$ cat config.mk
export PLATFORM = sky130hd
export DESIGN_NAME = change_dispenser
export DESIGN_NICKNAME = d
export VERILOG_FILES = /design/src/rtl/change_dispenser_pkg.sv /design/src/rtl/change_dispenser_coin_select.sv /design/src/rtl/change_dispenser.sv
export SDC_FILE = /design/constraint.sdc
export NUM_CORES = 1
export LEC_CHECK = 0
export ABC_AREA = 1
export CORE_MARGIN = 2
export CORE_UTILIZATION = 29
export CTS_BUF_LIST = sky130_fd_sc_hd__clkbuf_8
export DETAILED_ROUTE_END_ITERATION = 8
export GPL_ROUTABILITY_DRIVEN = 0
export PLACE_DENSITY_LB_ADDON = 0.05
export SLEW_MARGIN = 20
export SYNTH_ARGS = -nofsm -noshare
export SYNTH_HDL_FRONTEND = slang
export SYNTH_SLANG_ARGS = --single-unit
$ cat constraint.sdc
create_clock -name clk -period 5.6 [get_ports clk]
set_clock_uncertainty 0.05 [all_clocks]
set_input_delay 1.12 -clock clk [delete_from_list [all_inputs] [get_ports clk]]
set_output_delay 1.12 -clock clk [all_outputs]
set_load 0.02 [all_outputs]
$ cat src/rtl/change_dispenser_pkg.sv
// change_dispenser_pkg: coin macros, FSM state encoding and coin value lookup shared by the change dispenser.
`ifndef kNumCoins
`define kNumCoins 3
`endif
`ifndef kCoin100
`define kCoin100 100
`endif
`ifndef kCoin500
`define kCoin500 500
`endif
`ifndef kCoin1000
`define kCoin1000 1000
`endif

package change_dispenser_pkg;
  typedef enum logic [1:0] {S_IDLE, S_DISPENSE, S_DONE} state_e;

  function automatic logic [31:0] coin_value(input logic [`kNumCoins-1:0] c);
    return c[2] ? 32'(`kCoin1000) : c[1] ? 32'(`kCoin500) : c[0] ? 32'(`kCoin100) : 32'd0;
  endfunction
endpackage

$ cat src/rtl/change_dispenser_coin_select.sv
// coin_select: picks the largest available denomination not exceeding the remaining balance (one-hot, 0 if none).
module coin_select
  import change_dispenser_pkg::*;
(
  input  logic [31:0]            remaining_i,
  input  logic [`kNumCoins-1:0]  avail_i,
  output logic [`kNumCoins-1:0]  coin_o
);
  always_comb
    coin_o = (avail_i[2] && remaining_i >= 32'(`kCoin1000)) ? 3'b100 :
             (avail_i[1] && remaining_i >= 32'(`kCoin500))  ? 3'b010 :
             (avail_i[0] && remaining_i >= 32'(`kCoin100))  ? 3'b001 : 3'b000;
endmodule

$ cat src/rtl/change_dispenser.sv
// change_dispenser: refunds a balance one coin per transfer via an IDLE/DISPENSE/DONE FSM.
// Optional per-denomination stock tracking is enabled by defining COIN_INVENTORY_EN.
module change_dispenser
  import change_dispenser_pkg::*;
#(
  parameter int P_STOCK_1000 = 8,
  parameter int P_STOCK_500  = 8,
  parameter int P_STOCK_100  = 16
) (
  input  logic                   clk,
  input  logic                   reset_n,
  input  logic                   i_start,
  input  logic [31:0]            i_balance,
  input  logic                   i_coin_ready,
  output logic [`kNumCoins-1:0]  o_return_coin,
  output logic                   o_busy,
  output logic                   o_done,
  output logic [31:0]            o_remaining,
  output logic                   o_residue
);
  state_e                 state_q;
  logic [31:0]            rem_q;
  logic                   residue_q;
  logic [`kNumCoins-1:0]  avail;
  logic [`kNumCoins-1:0]  sel;
  logic                   xfer;

  coin_select u_sel (.remaining_i(rem_q), .avail_i(avail), .coin_o(sel));

  assign xfer          = (state_q == S_DISPENSE) && (sel != '0) && i_coin_ready;
  assign o_return_coin = (state_q == S_DISPENSE) ? sel : '0;
  assign o_busy        = state_q != S_IDLE;
  assign o_done        = state_q == S_DONE;
  assign o_remaining   = rem_q;
  assign o_residue     = residue_q;

  always_ff @(posedge clk or negedge reset_n)
    if (!reset_n) begin
      state_q   <= S_IDLE;
      rem_q     <= '0;
      residue_q <= 1'b0;
    end else begin
      case (state_q)
        S_IDLE:
          if (i_start) begin
            rem_q     <= i_balance;
            residue_q <= 1'b0;
            state_q   <= S_DISPENSE;
          end
        S_DISPENSE:
          if (sel == '0) begin
            residue_q <= rem_q != '0;
            state_q   <= S_DONE;
          end else if (i_coin_ready) begin
            rem_q <= rem_q - coin_value(sel);
          end
        S_DONE:  state_q <= S_IDLE;
        default: state_q <= S_IDLE;
      endcase
    end

`ifdef COIN_INVENTORY_EN
  logic [15:0] stock_q [`kNumCoins];

  for (genvar i = 0; i < `kNumCoins; i++) begin : g_avail
    assign avail[i] = stock_q[i] != '0;
  end

  always_ff @(posedge clk or negedge reset_n)
    if (!reset_n) begin
      stock_q[0] <= 16'(P_STOCK_100);
      stock_q[1] <= 16'(P_STOCK_500);
      stock_q[2] <= 16'(P_STOCK_1000);
    end else if (xfer) begin
      for (int i = 0; i < `kNumCoins; i++)
        if (sel[i]) stock_q[i] <= stock_q[i] - 16'd1;
    end
`else
  logic unused_stock;
  assign avail        = '1;
  assign unused_stock = |{32'(P_STOCK_1000), 32'(P_STOCK_500), 32'(P_STOCK_100), 31'd0, xfer};
`endif
endmodule

After elaboration in Yosys (flattened, before gate mapping)
Index checks and enable logic that the tools add are counted.
Widths: inputs -> output; s select.

cells by class
  equal/unequal tests = 6
  add/subtract/negate cells = 1
  magnitude comparators = 3
  mux-type cells = 17
  reduce and logical (&&, ||, !) cells = 8

operators with widths
  operator              count
  $mux 32               3
  $pmux 32 s2           1
  $ge 32x10->1 const B  1
  $ge 32x7->1 const B   1
  $ge 32x9->1 const B   1
  $reduce_bool 32->1    1
  $sub 32x10->32        1
  $mux 10               1
  $mux 3                3
  $mux 9                1
  $mux 7                1
  $ne 2x2->1 const B    3
  $mux 2                2
  $pmux 2 s2            1
  $reduce_and 4->1      1
  $reduce_bool 2->1     2
  $logic_not 3->1       1
  $mux 1                3
  $reduce_and 3->1      1
  $eq 2x1->1 const B    1
  $eq 2x2->1 const B    1
  $logic_not 2->1       1
  $ne 2x1->1 const B    1
  $pmux 1 s2            1
  $reduce_and 2->1      1

word-level totals
  bits in registers = 35

Logic depth before layout (Yosys ltp)
  depth after elaboration = 11
  gate-level depth with buffers = 21

Cells and area by module
From an unflattened synthesis, not the netlist that was laid out.

second synthesis, totals
  cell total of the unflattened synthesis = 522
  area, all modules = 3101.7 µm²

modules (own cells, without submodules)
  module            seq. area each (µm²)  cells each  area an instance (µm²)  times used
  change_dispenser  875.8                 471         2861.5                  1
  coin_select       0.0                   51          240.2                   1

Worst setup path before layout
No wires, ideal clock.

  kind = register -> register
  start point = register rem_q[25], in the netlist o_remaining[25]
  end point = register rem_q[30], in the netlist o_remaining[30]
  period minus slack after synthesis = 3.079 ns
  path slack = 2.521 ns
  data arrival time = 2.912 ns
  data required time = 5.433 ns
  stages on the path, launching flop included = 21
  library setup time = 0.117 ns
  cells stage by stage = dfrtp_1 > nor2_1 > nand2_1 > nor2_1 > nand4_1 > a31oi_2 > o21ai_1 > nand2_1 > ha_1 > inv_1 > fa_1 > nand3_1 > nand3_1 > nand2_1 > nand2_1 > nor2_1 > nand2_1 > nand2_1 > nand3_1 > nand2_1 > nand2_1

on the way
  word-level cells in the longest chain between the ends = 11
  elaborated cells between the ends (all ways) = 16

ends and longest elaborated chain
  what                      line                                text
  start: declaration        change_dispenser.sv:22              logic [31:0] rem_q;
  start signal: assignment  change_dispenser.sv:46              rem_q <= i_balance;
  start signal: assignment  change_dispenser.sv:55              rem_q <= rem_q - coin_value(sel);
  $ge 32x7->1               change_dispenser_coin_select.sv:12  (avail_i[0] && remaining_i >= 32'(`kCoin100)) ? 3'b001 : 3'b000;
  $mux 1                    change_dispenser_coin_select.sv:12
  $mux 3                    change_dispenser_coin_select.sv:11  (avail_i[1] && remaining_i >= 32'(`kCoin500)) ? 3'b010 :
  $mux 3                    change_dispenser_coin_select.sv:10  coin_o = (avail_i[2] && remaining_i >= 32'(`kCoin1000)) ? 3'b100 :
  $mux 7                    change_dispenser_pkg.sv:19          return c[2] ? 32'(`kCoin1000) : c[1] ? 32'(`kCoin500) : c[0] ? 32'(`kCoin100) : 32'd0;
  $mux 9                    change_dispenser_pkg.sv:19
  $mux 10                   change_dispenser_pkg.sv:19
  $sub 32x10->32            change_dispenser.sv:55
  $mux 32                   change_dispenser.sv:54              end else if (i_coin_ready) begin
  $mux 32                   change_dispenser.sv:51              if (sel == '0) begin
  $pmux 32 s2               change_dispenser.sv:43              case (state_q)

Several ways; a longest one is shown, not always the timed one. The select of a mux whose other input is x is not followed.
A chain may end at the register's enable or synchronous reset.

Final worst setup path
  start point = register rem_q[25], in the netlist o_remaining[25]
  end point = output port o_return_coin[1]

on the way
  word-level cells in the longest chain between the ends = 4
  elaborated cells between the ends (all ways) = 5

ends and longest elaborated chain
  what              line                                text
  $ge 32x9->1       change_dispenser_coin_select.sv:11
  $mux 3            change_dispenser_coin_select.sv:11
  $mux 3 *          change_dispenser_coin_select.sv:10
  $mux 3 *          change_dispenser.sv:31              assign o_return_coin = (state_q == S_DISPENSE) ? sel : '0;
  end: declaration  change_dispenser.sv:15              output logic [`kNumCoins-1:0] o_return_coin,

Mark *: on every way between the ends. The rest lies on a longest branch, timed or not.

==> summary.md <==
| Metric | Value |
|---|---|
| Worst path cell trace | `nor2_1, nand2_1, nor2_1, nand4_1, a31oi_2, o21ai_1, nor2_1, clkdlybuf4s50_1` |
| Setup ws final | `1.586 ns` |
| TritonRoute pass-1 iters | `4` |
| Tightest Pin Transition | `1.008 ns` |
| Antenna violations before repair | `0` |
| CTS H-tree lvls | `2` |
| Worst min path class | `flop to flop` |
| Startpoint types | `flop` |
| Die span in x | `109.4 µm` |
| Critical Path AT | `2.84 ns` |
| Register area share after synthesis | `0.2720` |
| Placement Setup Slack | `1.828 ns` |
| Vias per cell | `4.695` |
| Crit path time final | `4.014 ns` |
| Period utilization | `0.7169` |
| Final ANT Viol Nets | `0` |
| Unrepaired setup endpoints after global routing | `false` |
| Critical path's largest stage delay | `0.63 ns` |
| Sw Pwr | `0.5687 mW` |
| Final non-filler cell total | `768` |
| Layout cells sized above 1 | `0.04618` |
| Post-synthesis net count | `602` |
| Port buffer count | `73` |
| Wire length per cell | `14.42 µm` |
| Via count | `3,606` |
| Setup Buffers After CTS | `0` |
| Worst-path clk slew | `0.09 ns` |
| Final Power | `1.288 mW` |
| Post-DP HPWL | `8.524 mm` |
| CTS tree | `built` |
| Yosys reg bits | `35` |
| Final core occ | `0.3868` |
| Final hold slack | `0.4836 ns` |
| Die height | `109.4 µm` |
| Starting density of the core | `0.2971` |
| Setup TNS | `0 ns` |
| First-pass GRT wire length | `18.17 mm` |
| Nets | `672` |
| Syn avg cell area | `5.782 µm²` |
| Final count of negative-setup-slack endpoints | `0` |
| Core box area | `10,840 µm²` |
| Sequential power share | `0.313` |
| Req. time, crit path | `4.43 ns` |
| Clock Path Buffers | `2` |
| Crit Path Category | `flop to primary output` |
| Switching share of power | `0.4414` |
| CP max FO | `5` |
| Combinational power share | `0.458` |
| Remaining global-route overflow | `0` |
| Diode count | `0` |
| Commonest non-fill, non-tap cell in the layout | `nand2_1` |
| IO Pins | `74` |
| Rows | `38` |
| Final Instance Area | `4193 µm²` |
| Largest net degree at the start of global routing | `40` |
| Cts hold-fix bufs | `0` |
| Most frequent CP cell | `nor2_1` |
| TritonCTS buffer count | `5` |
| Max-Cap Viols | `0` |
| Synthesized area | `3221 µm²` |
| Layout overhead on the synthesized area | `30.19%` |
| PD cells | `307.3 nW/µm²` |
| Fmax | `249.1 MHz` |
| Final WL | `11.08 mm` |
| Internal power | `0.7198 mW` |
| Later-pin clock latency in the skew report | `0.30 ns` |
| DRC Markers | `0` |
| Peak VDD IR | `130.9 µV` |
| Gr usage total | `0.1974` |
| Root buffer cell | `clkbuf_8` |
| Post-CTS Resized | `0` |
| Placed Cells | `760` |
| Reg-to-reg setup timing slack | `1.84 ns` |
| DIE AREA | `11,960 µm²` |
| CP endpoint kind | `primary output` |
| CTS Sinks | `35` |
| Hold Vio Cnt, Final | `0` |
| Placed inst area | `4056 µm²` |
| Slew Limit Fails | `0` |
| Slew margin rel. | `0.3275` |
| Max stage delay cell, worst path | `clkdlybuf4s50_1` |
| Mapped Cells | `557` |
| Most frequent cells in the layout | `218 x nand2_1, 82 x nor2_1, 72 x inv_1, 72 x clkdlybuf4s50_1, 57 x nand3_1` |
| Post-synth cell types | `38` |
| Status | `completed` |
| Leakage dissipation | `2.094 nW` |
| Vias in the first global route | `3,517` |
| Synth Warn # | `0` |
| Clock Power Share | `0.228` |
| Starting DRT DRC Count | `231` |
| Number of fill cells | `1,212` |
-- sequential cells by signal, summed over array words and instances (netlist names) --
register	count
o_residue	1
state_q	2
o_remaining	32
-- worst max-delay path, delay by kind of cell (launching register included) --
kind            cells  cell delay [ns]
simple gates        5             0.93
buf+inv             1             0.63
compound gates      2             0.55
flops               1             0.43
-- power groups by stage --
stage	Combinational, mW	Clock (mW)	Sequential, mW
3_3_place_gp	0.591	0	0.408
6_report	0.591	0.294	0.404
5_1_grt	0.668	0.313	0.416
4_1_cts	0.593	0.304	0.404
2_1_floorplan	0.307	0	0.439
3_5_place_dp	0.589	0	0.408
-- cell families after synthesis --
kind of cell	Yosys count	share of synthesized area
buffers and inverters	86	0.1111
xor gates and xnor gates	2	0.005440
adders and majority gates	9	0.03730
AOI/OAI and AO/OA	33	0.05672
and+or+nand+nor	389	0.5074
muxes	3	0.01010
DFF	35	0.2720
-- path summary, 6_finish.rpt --
kind,start,end,depth (start not counted)
worst max-delay path,o_remaining[25]$_DFFE_PN0P_,o_return_coin[1],8
worst min-delay path,o_residue$_DFFE_PN0P_,o_residue$_DFFE_PN0P_,2
worst max register to register,o_remaining[25]$_DFFE_PN0P_,o_remaining[30]$_DFFE_PN0P_,20
worst min register to register,o_residue$_DFFE_PN0P_,o_residue$_DFFE_PN0P_,2
max in group asynchronous,reset_n,o_remaining[28]$_DFFE_PN0P_,1
min in group asynchronous,reset_n,o_remaining[9]$_DFFE_PN0P_,1
-- cell usage after synthesis, drive strengths merged --
cell type | number | area share
a21boi | 1 | 0.0023
a21oi | 8 | 0.014
a31oi | 1 | 0.0039
buf | 10 | 0.023
clkbuf | 2 | 0.0023
clkinv | 1 | 0.0012
dfrtp | 35 | 0.27
fa | 1 | 0.0062
ha | 8 | 0.031
inv | 73 | 0.085
mux2 | 2 | 0.0070
mux2i | 1 | 0.0031
nand2 | 222 | 0.26
nand3 | 58 | 0.094
nand3b | 1 | 0.0023
nand4 | 10 | 0.019
nor2 | 88 | 0.11
nor3 | 5 | 0.0078
nor3b | 1 | 0.0023
nor4 | 1 | 0.0019
o21ai | 21 | 0.033
o21bai | 1 | 0.0023
o22ai | 1 | 0.0019
or2 | 3 | 0.0058
xnor2 | 1 | 0.0027
xor2 | 1 | 0.0027
-- routing by layer --
layer / part of all wire / routed length (µm) / track usage
met1: 0.48 / 5355 / 0.2711
met4: 0.015 / 162 / 0.04521
met3: 0.053 / 592 / 0.03201
met5: 0 / 0 / 0
met2: 0.45 / 4968 / 0.3245
-- area by class of cell --
cell class | count | area, µm² | share of cell area
Multi-Input combinational cell | 436 | 1987 | 0.4739
Sequential cell | 35 | 875.8 | 0.2089
Timing Repair Buffer | 75 | 740.7 | 0.1767
Inverter | 74 | 277.8 | 0.06625
Tap cell | 140 | 175.2 | 0.04178
Clock buffer | 5 | 68.82 | 0.01641
Clock inverter | 3 | 67.56 | 0.01611
No activity file was read; power rests on OpenSTA's default activity.
